<file path="config.mk">
export PLATFORM = sky130hd
export DESIGN_NAME = rf_write_scheduler
export DESIGN_NICKNAME = d
export VERILOG_FILES = /design/src/rtl/rf_sched_pkg.sv /design/src/rtl/rf_rr_arbiter.sv /design/src/rtl/rf_write_scheduler.sv
export SDC_FILE = /design/constraint.sdc
export NUM_CORES = 1
export LEC_CHECK = 0
export ABC_AREA = 1
export ABC_CLOCK_PERIOD_IN_PS = 1800
export BUFFER_PORTS_ARGS = -buffer_cell sky130_fd_sc_hd__buf_4
export CAP_MARGIN = 15
export CORE_UTILIZATION = 46
export DETAILED_ROUTE_END_ITERATION = 16
export GPL_TIMING_DRIVEN = 0
export PLACE_DENSITY = 0.79
export SYNTH_ARGS = -nofsm -noshare
export SYNTH_HDL_FRONTEND = slang
export SYNTH_SLANG_ARGS = --single-unit
</file>
<file path="constraint.sdc">
create_clock -name clk -period 1.8 [get_ports clk]
set_clock_uncertainty 0.2 [all_clocks]
set_input_delay 0.18 -clock clk [delete_from_list [all_inputs] [get_ports clk]]
set_output_delay 0.18 -clock clk [all_outputs]
set_load 0.03 [all_outputs]
</file>
<file path="src/rtl/rf_sched_pkg.sv">
// Shared types and defaults for the register-file write scheduler.
package rf_sched_pkg;

    localparam int unsigned DEF_WORD_SIZE = 16;
    localparam int unsigned DEF_ADDR_BITS = 2;
    localparam int unsigned DEF_REG_SIZE  = 1 << DEF_ADDR_BITS;

    typedef enum logic {
        CLEAR = 1'b0,
        ARB   = 1'b1
    } sched_state_e;

    // Grant index width: max(1, clog2(n)).
    function automatic int unsigned gid_width(input int unsigned n);
        return (n <= 2) ? 1 : $clog2(n);
    endfunction

endpackage

</file>
<file path="src/rtl/rf_rr_arbiter.sv">
// Round-robin grant over NUM_REQ requesters with a registered rotating pointer.
// Build with RF_SCHED_FIXED_PRIO_EN for fixed priority (index 0 highest), no pointer.
module rf_rr_arbiter
    import rf_sched_pkg::*;
#(
    parameter int unsigned NUM_REQ  = 2,
    parameter int unsigned GID_BITS = gid_width(NUM_REQ)
) (
    input  logic                clk,
    input  logic                reset,
    input  logic [NUM_REQ-1:0]  req,
    input  logic                advance,
    output logic [NUM_REQ-1:0]  grant_c,
    output logic [GID_BITS-1:0] gid_c
);

    logic [GID_BITS-1:0] base_c;
    logic                found_c;
    int unsigned         idx_c;

`ifdef RF_SCHED_FIXED_PRIO_EN
    logic unused_c;
    assign base_c   = '0;
    assign unused_c = &{1'b0, clk, reset, advance};
`else
    logic [GID_BITS-1:0] ptr_q, ptr_d;

    // Pointer moves to the slot just after the requester that won this cycle.
    always_comb begin
        ptr_d = ptr_q;
        if (advance) begin
            ptr_d = (gid_c == GID_BITS'(NUM_REQ - 1)) ? '0 : gid_c + GID_BITS'(1);
        end
    end

    always_ff @(posedge clk) begin
        if (reset) begin
            ptr_q <= '0;
        end else begin
            ptr_q <= ptr_d;
        end
    end

    assign base_c = ptr_q;
`endif

    // First valid requester at or after base, wrapping around.
    always_comb begin
        grant_c = '0;
        gid_c   = '0;
        found_c = 1'b0;
        idx_c   = 0;
        for (int unsigned k = 0; k < NUM_REQ; k++) begin
            idx_c = (32'(base_c) + k) % NUM_REQ;
            if (!found_c && req[idx_c]) begin
                found_c        = 1'b1;
                grant_c[idx_c] = 1'b1;
                gid_c          = GID_BITS'(idx_c);
            end
        end
    end

endmodule

</file>
<file path="src/rtl/rf_write_scheduler.sv">
// Owns the register-file write port: sequential clear after reset/command, then
// arbitrated requester writes with one-cycle latency. Option: RF_SCHED_FIXED_PRIO_EN.
module rf_write_scheduler
    import rf_sched_pkg::*;
#(
    parameter int unsigned WORD_SIZE = DEF_WORD_SIZE,
    parameter int unsigned ADDR_BITS = DEF_ADDR_BITS,
    parameter int unsigned NUM_REQ   = 2,
    parameter int unsigned GID_BITS  = gid_width(NUM_REQ)
) (
    input  logic                           clk,
    input  logic                           reset,
    input  logic [NUM_REQ-1:0]             req_valid,
    input  logic [NUM_REQ*ADDR_BITS-1:0]   req_addr,
    input  logic [NUM_REQ*WORD_SIZE-1:0]   req_data,
    output logic [NUM_REQ-1:0]             req_ready,
    input  logic                           clear_start,
    output logic                           busy,
    output logic                           rf_we,
    output logic [ADDR_BITS-1:0]           rf_waddr,
    output logic [WORD_SIZE-1:0]           rf_wdata,
    output logic [GID_BITS-1:0]            grant_id
);

    localparam int unsigned REG_SIZE = 1 << ADDR_BITS;
    localparam logic [ADDR_BITS-1:0] LAST_ADDR = ADDR_BITS'(REG_SIZE - 1);

    sched_state_e          state_q, state_d;
    logic [ADDR_BITS-1:0]  cnt_q, cnt_d;
    logic                  rf_we_q, rf_we_d;
    logic [ADDR_BITS-1:0]  rf_waddr_q, rf_waddr_d;
    logic [WORD_SIZE-1:0]  rf_wdata_q, rf_wdata_d;
    logic [GID_BITS-1:0]   grant_id_q, grant_id_d;
    logic                  busy_q, busy_d;

    logic [NUM_REQ-1:0]    grant_c;
    logic [GID_BITS-1:0]   gid_c;
    logic                  arb_en_c;
    logic                  xfer_c;

    rf_rr_arbiter #(
        .NUM_REQ  (NUM_REQ),
        .GID_BITS (GID_BITS)
    ) u_arb (
        .clk     (clk),
        .reset   (reset),
        .req     (req_valid),
        .advance (xfer_c),
        .grant_c (grant_c),
        .gid_c   (gid_c)
    );

    // Grant is already masked by req_valid, so any ready bit is a transfer.
    assign arb_en_c  = !reset && (state_q == ARB) && !clear_start;
    assign req_ready = arb_en_c ? grant_c : '0;
    assign xfer_c    = |req_ready;

    always_comb begin
        state_d    = state_q;
        cnt_d      = cnt_q;
        rf_we_d    = 1'b0;
        rf_waddr_d = rf_waddr_q;
        rf_wdata_d = rf_wdata_q;
        grant_id_d = grant_id_q;
        busy_d     = 1'b0;
        case (state_q)
            CLEAR: begin
                rf_we_d    = 1'b1;
                rf_waddr_d = cnt_q;
                rf_wdata_d = '0;
                busy_d     = 1'b1;
                cnt_d      = cnt_q + ADDR_BITS'(1);
                if (cnt_q == LAST_ADDR) begin
                    state_d = ARB;
                end
            end
            ARB: begin
                if (clear_start) begin
                    state_d = CLEAR;
                    cnt_d   = '0;
                end else if (xfer_c) begin
                    rf_we_d    = 1'b1;
                    rf_waddr_d = req_addr[32'(gid_c) * ADDR_BITS +: ADDR_BITS];
                    rf_wdata_d = req_data[32'(gid_c) * WORD_SIZE +: WORD_SIZE];
                    grant_id_d = gid_c;
                end
            end
            default: state_d = CLEAR;
        endcase
    end

    always_ff @(posedge clk) begin
        if (reset) begin
            state_q    <= CLEAR;
            cnt_q      <= '0;
            rf_we_q    <= 1'b0;
            rf_waddr_q <= '0;
            rf_wdata_q <= '0;
            grant_id_q <= '0;
            busy_q     <= 1'b1;
        end else begin
            state_q    <= state_d;
            cnt_q      <= cnt_d;
            rf_we_q    <= rf_we_d;
            rf_waddr_q <= rf_waddr_d;
            rf_wdata_q <= rf_wdata_d;
            grant_id_q <= grant_id_d;
            busy_q     <= busy_d;
        end
    end

    assign rf_we    = rf_we_q;
    assign rf_waddr = rf_waddr_q;
    assign rf_wdata = rf_wdata_q;
    assign grant_id = grant_id_q;
    assign busy     = busy_q;

endmodule
</file>
Word-level counts from Yosys, hierarchy flattened

Cells that the tools add are included.
W data, S select, Z words.

Output and inout port bits: 23
Input bits: 41
Register bits after elaboration: 25
Logic and storage cells: 65

Add/sub/neg operators: 3
Reductions and logical operators: 11
Bitwise operators: 3
Muxes and demuxes: 30
Shift-type cells: 2
Eq/ne operators: 4
$lt $le $gt $ge: 4

Operators with widths:

| operator              | count |
|---|---|
| $mux W16              | 2 |
| $pmux W16 S2          | 1 |
| $shiftx A32 B6 Y16    | 1 |
| $mux W1               | 15 |
| $mux W2               | 6 |
| $pmux W2 S2           | 2 |
| $logic_and A1 B1 Y1   | 5 |
| $lt A1 B2 Y1 const B  | 2 |
| $ne A2 B2 Y1 const B  | 2 |
| $pmux W1 S2           | 2 |
| $shiftx A4 B3 Y2      | 1 |
| $logic_not A1 Y1      | 3 |
| $reduce_and A3 Y1     | 1 |
| $add A1 B1 Y1 const B | 2 |
| $add A2 B1 Y2 const B | 1 |
| $demux W1 S1          | 2 |
| $eq A2 B2 Y1 const B  | 1 |
| $ge A1 B1 Y1 const B  | 2 |
| $ne A2 B1 Y1 const B  | 1 |
| $not A1 Y1            | 2 |
| $or A2 B2 Y2          | 1 |
| $reduce_and A2 Y1     | 1 |
| $reduce_or A2 Y1      | 1 |

Logic depth before layout (Yosys ltp)

Gate-level depths: netlist (run 1).

Word-level depth: 12
Mapped depth: 10
Gate-level depth less buffers: 8

Hierarchy

A second synthesis (run 1) with hierarchy kept.

Cells, all modules: 189
Area, all modules: 1,320.0 um2

By module, submodules not included:

| module             | cells each | area each (um2) | instances | seq. area each (um2) |
|---|---|---|---|---|
| rf_write_scheduler | 178        | 1,247.4         | 1         | 480.5 |
| rf_rr_arbiter      | 11         | 72.6            | 1         | 20.0 |

Worst setup path before layout (run 1)

Ideal clock, no wire load.

Kind: flip-flop to output port
Start point: register u_arb.ptr_q, in the netlist u_arb.base_c
End point: output req_ready[1]
Arrival: 1.138 ns
Required time: 1.420 ns
Cell stages (with the launch flop): 6
Buffers on the path: 1
Path slack: 0.282 ns
Cells stage by stage: dfxtp_1 > nor2_1 > nor2_4 > nand2_4 > buf_2 > inv_1

Longest elaborated chain between the ends: 8
Elaborated cells on any way between the ends: 22
Those cells by class: add/sub: 1; order compare: 4; mux: 12; bitwise: 1; reduce/logical: 4

RTL lines:

| what                                                                 | RTL line                 | text |
|---|---|---|
| start: declaration                                                   | rf_rr_arbiter.sv:26      | `logic [GID_BITS-1:0] ptr_q, ptr_d;` |
| start signal: assignment                                             | rf_rr_arbiter.sv:40      | `ptr_q <= ptr_d;` |
| $add A1 B1 Y1, or another cell as far along                          | rf_rr_arbiter.sv:54      | `idx_c = (32'(base_c) + k) % NUM_REQ;` |
| $lt A1 B2 Y1 (implied by the code), or another cell as far along     | rf_rr_arbiter.sv:57      | `grant_c[idx_c] = 1'b1;` |
| $logic_and A1 B1 Y1 (implied by the code) or $mux W1 (tied branches) | rf_rr_arbiter.sv:57      |  |
| $mux W1 (implied by the code) or $demux W1 S1 (tied branches)        | --                       |  |
| $demux W1 S1 or $mux W2 (tied branches)                              | --                       |  |
| $or A2 B2 Y2 (no source line)                                        | --                       |  |
| $mux W2 (*)                                                          | rf_rr_arbiter.sv:55      | `if (!found_c && req[idx_c]) begin` |
| $mux W2 (*)                                                          | rf_write_scheduler.sv:55 | `assign req_ready = arb_en_c ? grant_c : '0;` |
| end: declaration                                                     | rf_write_scheduler.sv:16 | `output logic [NUM_REQ-1:0] req_ready,` |

Every way passes the cells marked *; elsewhere a longest branch is shown, timed or not. The select of a mux whose other input is x is not followed.

Worst setup path in the final report (run 1)

Start point: register state_q
End point: output req_ready[1]

Longest elaborated chain between the ends: 3

RTL lines:

| what                             | RTL line                  | text |
|---|---|---|
| start: declaration               | rf_write_scheduler.sv:28  | `sched_state_e state_q, state_d;` |
| start signal: assignment         | rf_write_scheduler.sv:102 | `state_q <= state_d;` |
| $logic_and A1 B1 Y1 (2 in a row) | rf_write_scheduler.sv:54  | `assign arb_en_c = !reset && (state_q == ARB) && !clear_start;` |
| $mux W2                          | rf_write_scheduler.sv:55  |  |

Every way passes these cells.

==> results of run 1 <==
==> worst max-delay path by stage <==
stage | end | startpoint | slack [ns]
after floorplan | req_ready[1] | u_arb.base_c$_SDFFE_PP0P_ | 0.28
after global placement | req_ready[1] | u_arb.base_c$_SDFFE_PP0P_ | 0.13
after detailed placement | req_ready[1] | req_valid[0] | 0.14
after CTS | req_ready[1] | state_q$_SDFF_PP0_ | -0.009
after global routing | req_ready[1] | state_q$_SDFF_PP0_ | -0.002
final | req_ready[1] | state_q$_SDFF_PP0_ | 0.06
==> synthesized netlist by cell type <==
cell type,instances
buf_2,2
a21oi_2,12
nand2_1,61
nand2_4,3
nor2_4,1
buf_1,1
buf_4,3
o21ai_0,2
inv_1,7
nor2_1,14
nand2_8,1
dfxtp_1,25
clkbuf_1,1
inv_6,1
nor2_8,1
nand2_2,12
buf_12,2
ha_1,1
a22o_1,2
nand3_1,7
nand4_1,13
a21oi_1,2
buf_6,1
o21ai_2,1
==> where the power goes <==
| part | switching (mW) | internal [mW] | total, mW |
|---|---|---|---|
| clock network | 0.193 | 0.0852 | 0.278 |
| logic | 0.136 | 0.161 | 0.298 |
| registers | 0.00902 | 0.569 | 0.578 |
| total | 0.338 | 0.816 | 1.15 |
==> sequential cells by signal, indices dropped and copies added (netlist names) <==
| signal | flops |
|---|---|
| u_arb.base_c | 1 |
| cnt_q | 2 |
| rf_wdata | 16 |
| rf_waddr | 2 |
| grant_id | 1 |
| rf_we | 1 |
| busy | 1 |
| state_q | 1 |
==> cells in the final DEF (no fill, tap or decap), drive strengths merged, types with 2 or more instances in the layout <==
master / Yosys / routed
a21oi: 14 / 14
a22o: 2 / 2
nor2: 16 / 16
dlygate4sd3: 0 / 37
o21ai: 3 / 3
nand2: 77 / 77
buf: 9 / 79
nand3: 7 / 7
clkbuf: 1 / 4
dfxtp: 25 / 25
inv: 8 / 8
nand4: 13 / 13
==> per-layer routing <==
layer | up-vias | global-route usage | share of wire
li1 | 796 | - | -
met3 | 19 | 0.05581 | 0.051
met1 | 771 | 0.3358 | 0.40
met5 | - | 0 | 0
met4 | 0 | 0.1220 | 0.037
met2 | 71 | 0.5272 | 0.51
==> worst register-to-register path, stage by stage, from the launching register on <==
cell and delay, ns:
dfxtp_2 0.35, buf_6 0.14, nand2_8 0.07, nor2_8 0.17, nand2_8 0.07, buf_4 0.19, nand2_8 0.11, buf_12 0.14
nand3_1 0.09, nand2_1 0.07, nor2_1 0.04
==> cell type report <==
type                            instances  area, µm²  area share
Buffer                                  8      82.58     0.03505
Clock buffer                            3      22.52    0.009559
Clock inverter                          1      7.507    0.003186
Inverter                                8      35.03     0.01487
Multi-Input combinational cell        133      752.0      0.3192
Sequential cell                        25      503.0      0.2135
Tap cell                               31      38.79     0.01646
Timing Repair Buffer                  109      914.6      0.3882
==> metrics by stage <==
stage                     cells    util  power (mW)   TNS (ns)  cell area [µm²]
after floorplan             176       -      0.7050          0             1349
after global placement      269  0.6720      0.8002          0             1853
after detailed placement    269  0.6720      0.8030          0             1853
after CTS                   311  0.8339       1.139  -0.009062             2300
after global routing        318  0.8544       1.199  -0.002110             2356
final                       318  0.8544       1.154          0             2356
==> repair_timing <==
action,4_1_cts,5_1_grt
resized for setup,8,1
hold buffers,36,1
cloned,0,0
setup endpoints to repair,2,2
pin swaps,3,1
hold endpoints to repair,21,1
buffers inserted,4,6
==> kinds of logic after synthesis <==
kind of cell / Yosys count
AND/OR/NAND/NOR: 113
buffers and inverters: 18
adder cells (fa/ha/maj): 1
AO/OA/AOI/OAI: 19
flip-flops: 25
==> results.cfg, run 1 <==
[yosys]
synth_top_area_frac = 0.3711
netlist_instances = 176
syn-num-nets = 218
muxShareOfSynthArea = 0
synth_adder_area_share = 0.009276
synth-seq-cells = 25
synth-xor-area-share = 0
ys_top_cells_by_area = dfxtp_1 37%, nand2_1 17%, a21oi_2 7.8%
synth_simple_gate_area_share = 0.4137
synth_top_family_by_area = simple AND/OR/NAND/NOR gates
yosys.cell_types.count = 24
ys_seq_area_frac = 0.3711
yosysWarnings = 0
synth_area_leader_cell = dfxtp_1
synth_compound_area_frac = 0.1122
synth_area_um2 = 1349
syn-mean-instance-area_um2 = 7.664

[power_and_ir_drop]
irDropWorstVdd_v = 0.0006585
power_density_nw_per_um2 = 489.7
power_leakage_nw = 1.084

[placed_design]
hpwl_um = 2418
io_buffers = 62
routabilityCongestion = 0.8070
pre_cts_ws_ns = 0.1409

[floorplanning]
fp-row-count = 19
core_area_um2 = 2758
start_util = 0.4891
die_x_um = 56.15
die_area_um2 = 3153
io_pins = 64
die_h_um = 56.15

[critical_path]
cp_slowest_cell = dfxtp_2
cp_cell_sequence = buf_6 -> nand2_8 -> nor2_8 -> nand2_8 -> inv_2 -> buf_6
critical_path_class = register to output pin
cp-start-kind = register
rr_endpoint = rf_waddr[0]$_SDFFE_PP0P_
r2r_slack_ns = 0.09
rr_startpoint = state_q$_SDFF_PP0_
cp_max_fo = 11
cp_num_cells = 6
crit_family = flip-flops
endpoint_kind = output pin
cp_slowest_stage_delay_ns = 0.35
reg2reg_depth = 10
arrival_ns = 1.36
cp_num_buf_inv = 3
required_ns = 1.42

[layout]
layout.nets = 330
drive_gt1_frac = 0.4111
syn_to_final_growth_pct = 74.68
n_fill_cell = 161
antennaDiodeCount = 0

[min_path]
holdPathStages = 5
min_from = req_data[10]
holdPathEnd = rf_wdata[10]$_SDFFE_PP0P_
hold_path_class = input port to register

[sta]
max_freq_mhz = 574.7
setup_ws_ns = 0.05982
final-max-slew-violation-count = 0
fin_crit_ns = 1.740
worst_pin_slew_ns = 0.7019
hold_viol_final = 1
min_period_over_period = 0.9668
setup_viol = 0
max_slew_margin = 0.5321
whs_ns = -0.0004358

[clock_tree]
cts_tree = yes
cts_root_buf = clkbuf_4
cts_sinks = 25
clock_path_buffers = 2
cts_buffers = 3
htree_levels = 1
clk_pin_slew_ns = 0.16
insertion_delay_ns = 0.34

[detailed_routing]
wl_um = 4506
wl_per_cell_um = 14.17
num_vias = 1657
dr.pass1.iters = 4
antenna_left = 0
drt-initial-drc-count = 46
viasPerCell = 5.211
remaining_drc_errors = 0

[grt]
grt_pass1_vias = 1564
grt_first_pass_wirelength_um = 7107
grt_max_degree = 18
antenna_found_initial = 0
grt_remaining_overflow = 0
grt_usage = 0.2928

[flow_run]
drv_cap = 0

[status]
violations = hold timing
status = finished with violations
(Power assumes the default switching activity.)
==> inputs of run 2 (changes only) <==
- CORE_UTILIZATION: 46 -> 40
- PLACE_DENSITY: 0.79 -> 0.71
==> run 2 against run 1 <==
  * Die area up 14%
  * Largest cell class unchanged
  * Final cell count up 4.1%
  * Critical path type is now register to register
  * The flow now finishes without violations
  * Via count down 6.8%
  * Worst setup slack worse by 0.024 ns
==> results.cfg, run 2 (synthesis results as in run 1) <==
[sta]
setup_tns_ns = 0
setup_ws_ns = 0.03594
max_freq_mhz = 566.9
rsz0062_at_grt = yes
max_slew_margin = 0.5081
fin_crit_ns = 1.764
worst_pin_slew_ns = 0.7379
min_period_over_period = 0.9800
setup_viol = 0
hold_viol_final = 0
final-max-slew-violation-count = 0

[critical_path]
required_ns = 1.84
cp-start-kind = register
reg2reg_depth = 11
cp_max_fo = 6
cp_slowest_stage_delay_ns = 0.35
crit_family = simple AND/OR/NAND/NOR gates
cp_num_buf_inv = 4
cp_slowest_cell = dfxtp_2
critical_path_class = register to register
endpoint_kind = register
cp_cell_sequence = buf_6 -> nand2_8 -> nor2_8 -> buf_12 -> nand2_8 -> buf_12 -> nand2_8 -> buf_12 -> nand3_1 -> nand2_1 -> nor2_1
arrival_ns = 1.80
cp_num_cells = 11

[clock_tree]
clock_path_buffers = 2
htree_levels = 1
cts_tree = yes
clk_pin_slew_ns = 0.14
cts_sinks = 25
cts_buffers = 3
cts_root_buf = clkbuf_4
insertion_delay_ns = 0.32

[detailed_routing]
wl_met1_um = 1799
dr.pass1.iters = 4
met2WireLength_um = 2189
num_vias = 1545
viasPerCell = 4.668
wl_um = 4246
routed.top_layer = met4
antenna_left = 0
drt-initial-drc-count = 41
remaining_drc_errors = 0
wl_per_cell_um = 12.83
dr_wl_met3_um = 229

[layout]
final_cell_mix = 74 x buf_4, 61 x nand2_1, 32 x dlygate4sd3_1
n_fill_cell = 243
syn_to_final_growth_pct = 78.01
layout.nets = 330
layout_commonest_cell = buf_4
largest_reg_flops = 16
drive_gt1_frac = 0.4286
antennaDiodeCount = 0

[power_and_ir_drop]
power_density_nw_per_um2 = 471.0
seqPwrFrac = 0.512
power_frac_clock = 0.230
power_leakage_nw = 1.102
combPwrFrac = 0.259
irDropWorstVdd_v = 0.0003799
p_sw_frac = 0.2772
power.switching_mw = 0.3134
p_int_mw = 0.8173

[floorplanning]
die_area_um2 = 3608
core_area_um2 = 3128
start_util = 0.4312
io_pins = 64
die_h_um = 60.07
fp-row-count = 20
die_x_um = 60.07

[grt]
grt_first_pass_wirelength_um = 6182
grt_usage = 0.2314
grt_max_degree = 18
antenna_found_initial = 0
grt_pass1_vias = 1443
grt_remaining_overflow = 0

[placed_design]
hpwl_um = 2366
routabilityCongestion = 0.7336
pre_cts_ws_ns = 0.09591
io_buffers = 62

[min_path]
holdPathStages = 5
hold_path_class = input port to register

[status]
status = complete, no violations

[flow_run]
drv_cap = 0
## run 2: cell types whose count changed in the layout (fill, tap and decap cells not counted)
cell,delta
clkbuf_1,+1
buf_4,+2
dlygate4sd3_1,-5
nor2_2,+1
clkbuf_16,+1
clkinvlp_4,-1
nor2_1,-1
buf_12,+2
## run 2: power groups by stage
stage	clock, mW	sequential [mW]	combinational [mW]
CTS	0.265	0.577	0.276
floorplan	0	0.604	0.101
finish	0.260	0.578	0.293
detailed placement	0	0.589	0.214
global placement	0	0.589	0.213
global route	0.286	0.581	0.317
## run 2: repair_timing
action	CTS	global route
buffers inserted	5	9
gates resized for setup	3	7
gates cloned	0	1
pin swaps	2	2
hold buffers	32	0
setup endpoints to repair	2	3
hold endpoints to repair	21	0
## run 2: path summary, 6_finish.rpt
check                                               start                         to  slack, ns
worst max-delay path                   state_q$_SDFF_PP0_   rf_waddr[0]$_SDFFE_PP0P_       0.04
worst min-delay path                         req_data[15]  rf_wdata[15]$_SDFFE_PP0P_      0.003
worst max register to register         state_q$_SDFF_PP0_   rf_waddr[0]$_SDFFE_PP0P_       0.04
worst min register to register  rf_wdata[13]$_SDFFE_PP0P_  rf_wdata[13]$_SDFFE_PP0P_       0.29
## run 2: worst min-delay path: stages
cell     delay [ns]
buf_4          0.11
nand2_1        0.05
nand2_1        0.06
nand2_2        0.05
a21oi_2        0.05
## run 2: per-stage QoR
| step | cells | power, mW | util | area [µm²] | hold WS (ns) |
|---|---|---|---|---|---|
| 2_1_floorplan | 176 | 0.7050 | - | 1349 | 0.09226 |
| 3_3_place_gp | 282 | 0.8021 | 0.5976 | 1869 | 0.1929 |
| 3_5_place_dp | 282 | 0.8031 | 0.5976 | 1869 | 0.1957 |
| 6_report | 331 | 1.131 | 0.7676 | 2401 | 0.003002 |
| 5_1_grt | 331 | 1.184 | 0.7676 | 2401 | 0.001402 |
| 4_1_cts | 321 | 1.118 | 0.7272 | 2275 | 0.0006291 |
## run 2: metal layers
layer,vias to the layer above,track usage
met2,53,0.4381
met4,0,0.02990
met3,4,0.05411
li1,790,-
met1,698,0.2668
met5,-,0
## run 2: layout make-up
class                   instances  area (µm²)  share of cell area
repair buffers                109       944.7              0.3934
clock buffers                   4       26.28             0.01094
flip-flops and latches         25       503.0              0.2095
multi-input cells             133       754.5              0.3142
well taps                      44       55.05             0.02293
inverters                       8       35.03             0.01459
plain buffers                   8       82.58             0.03439
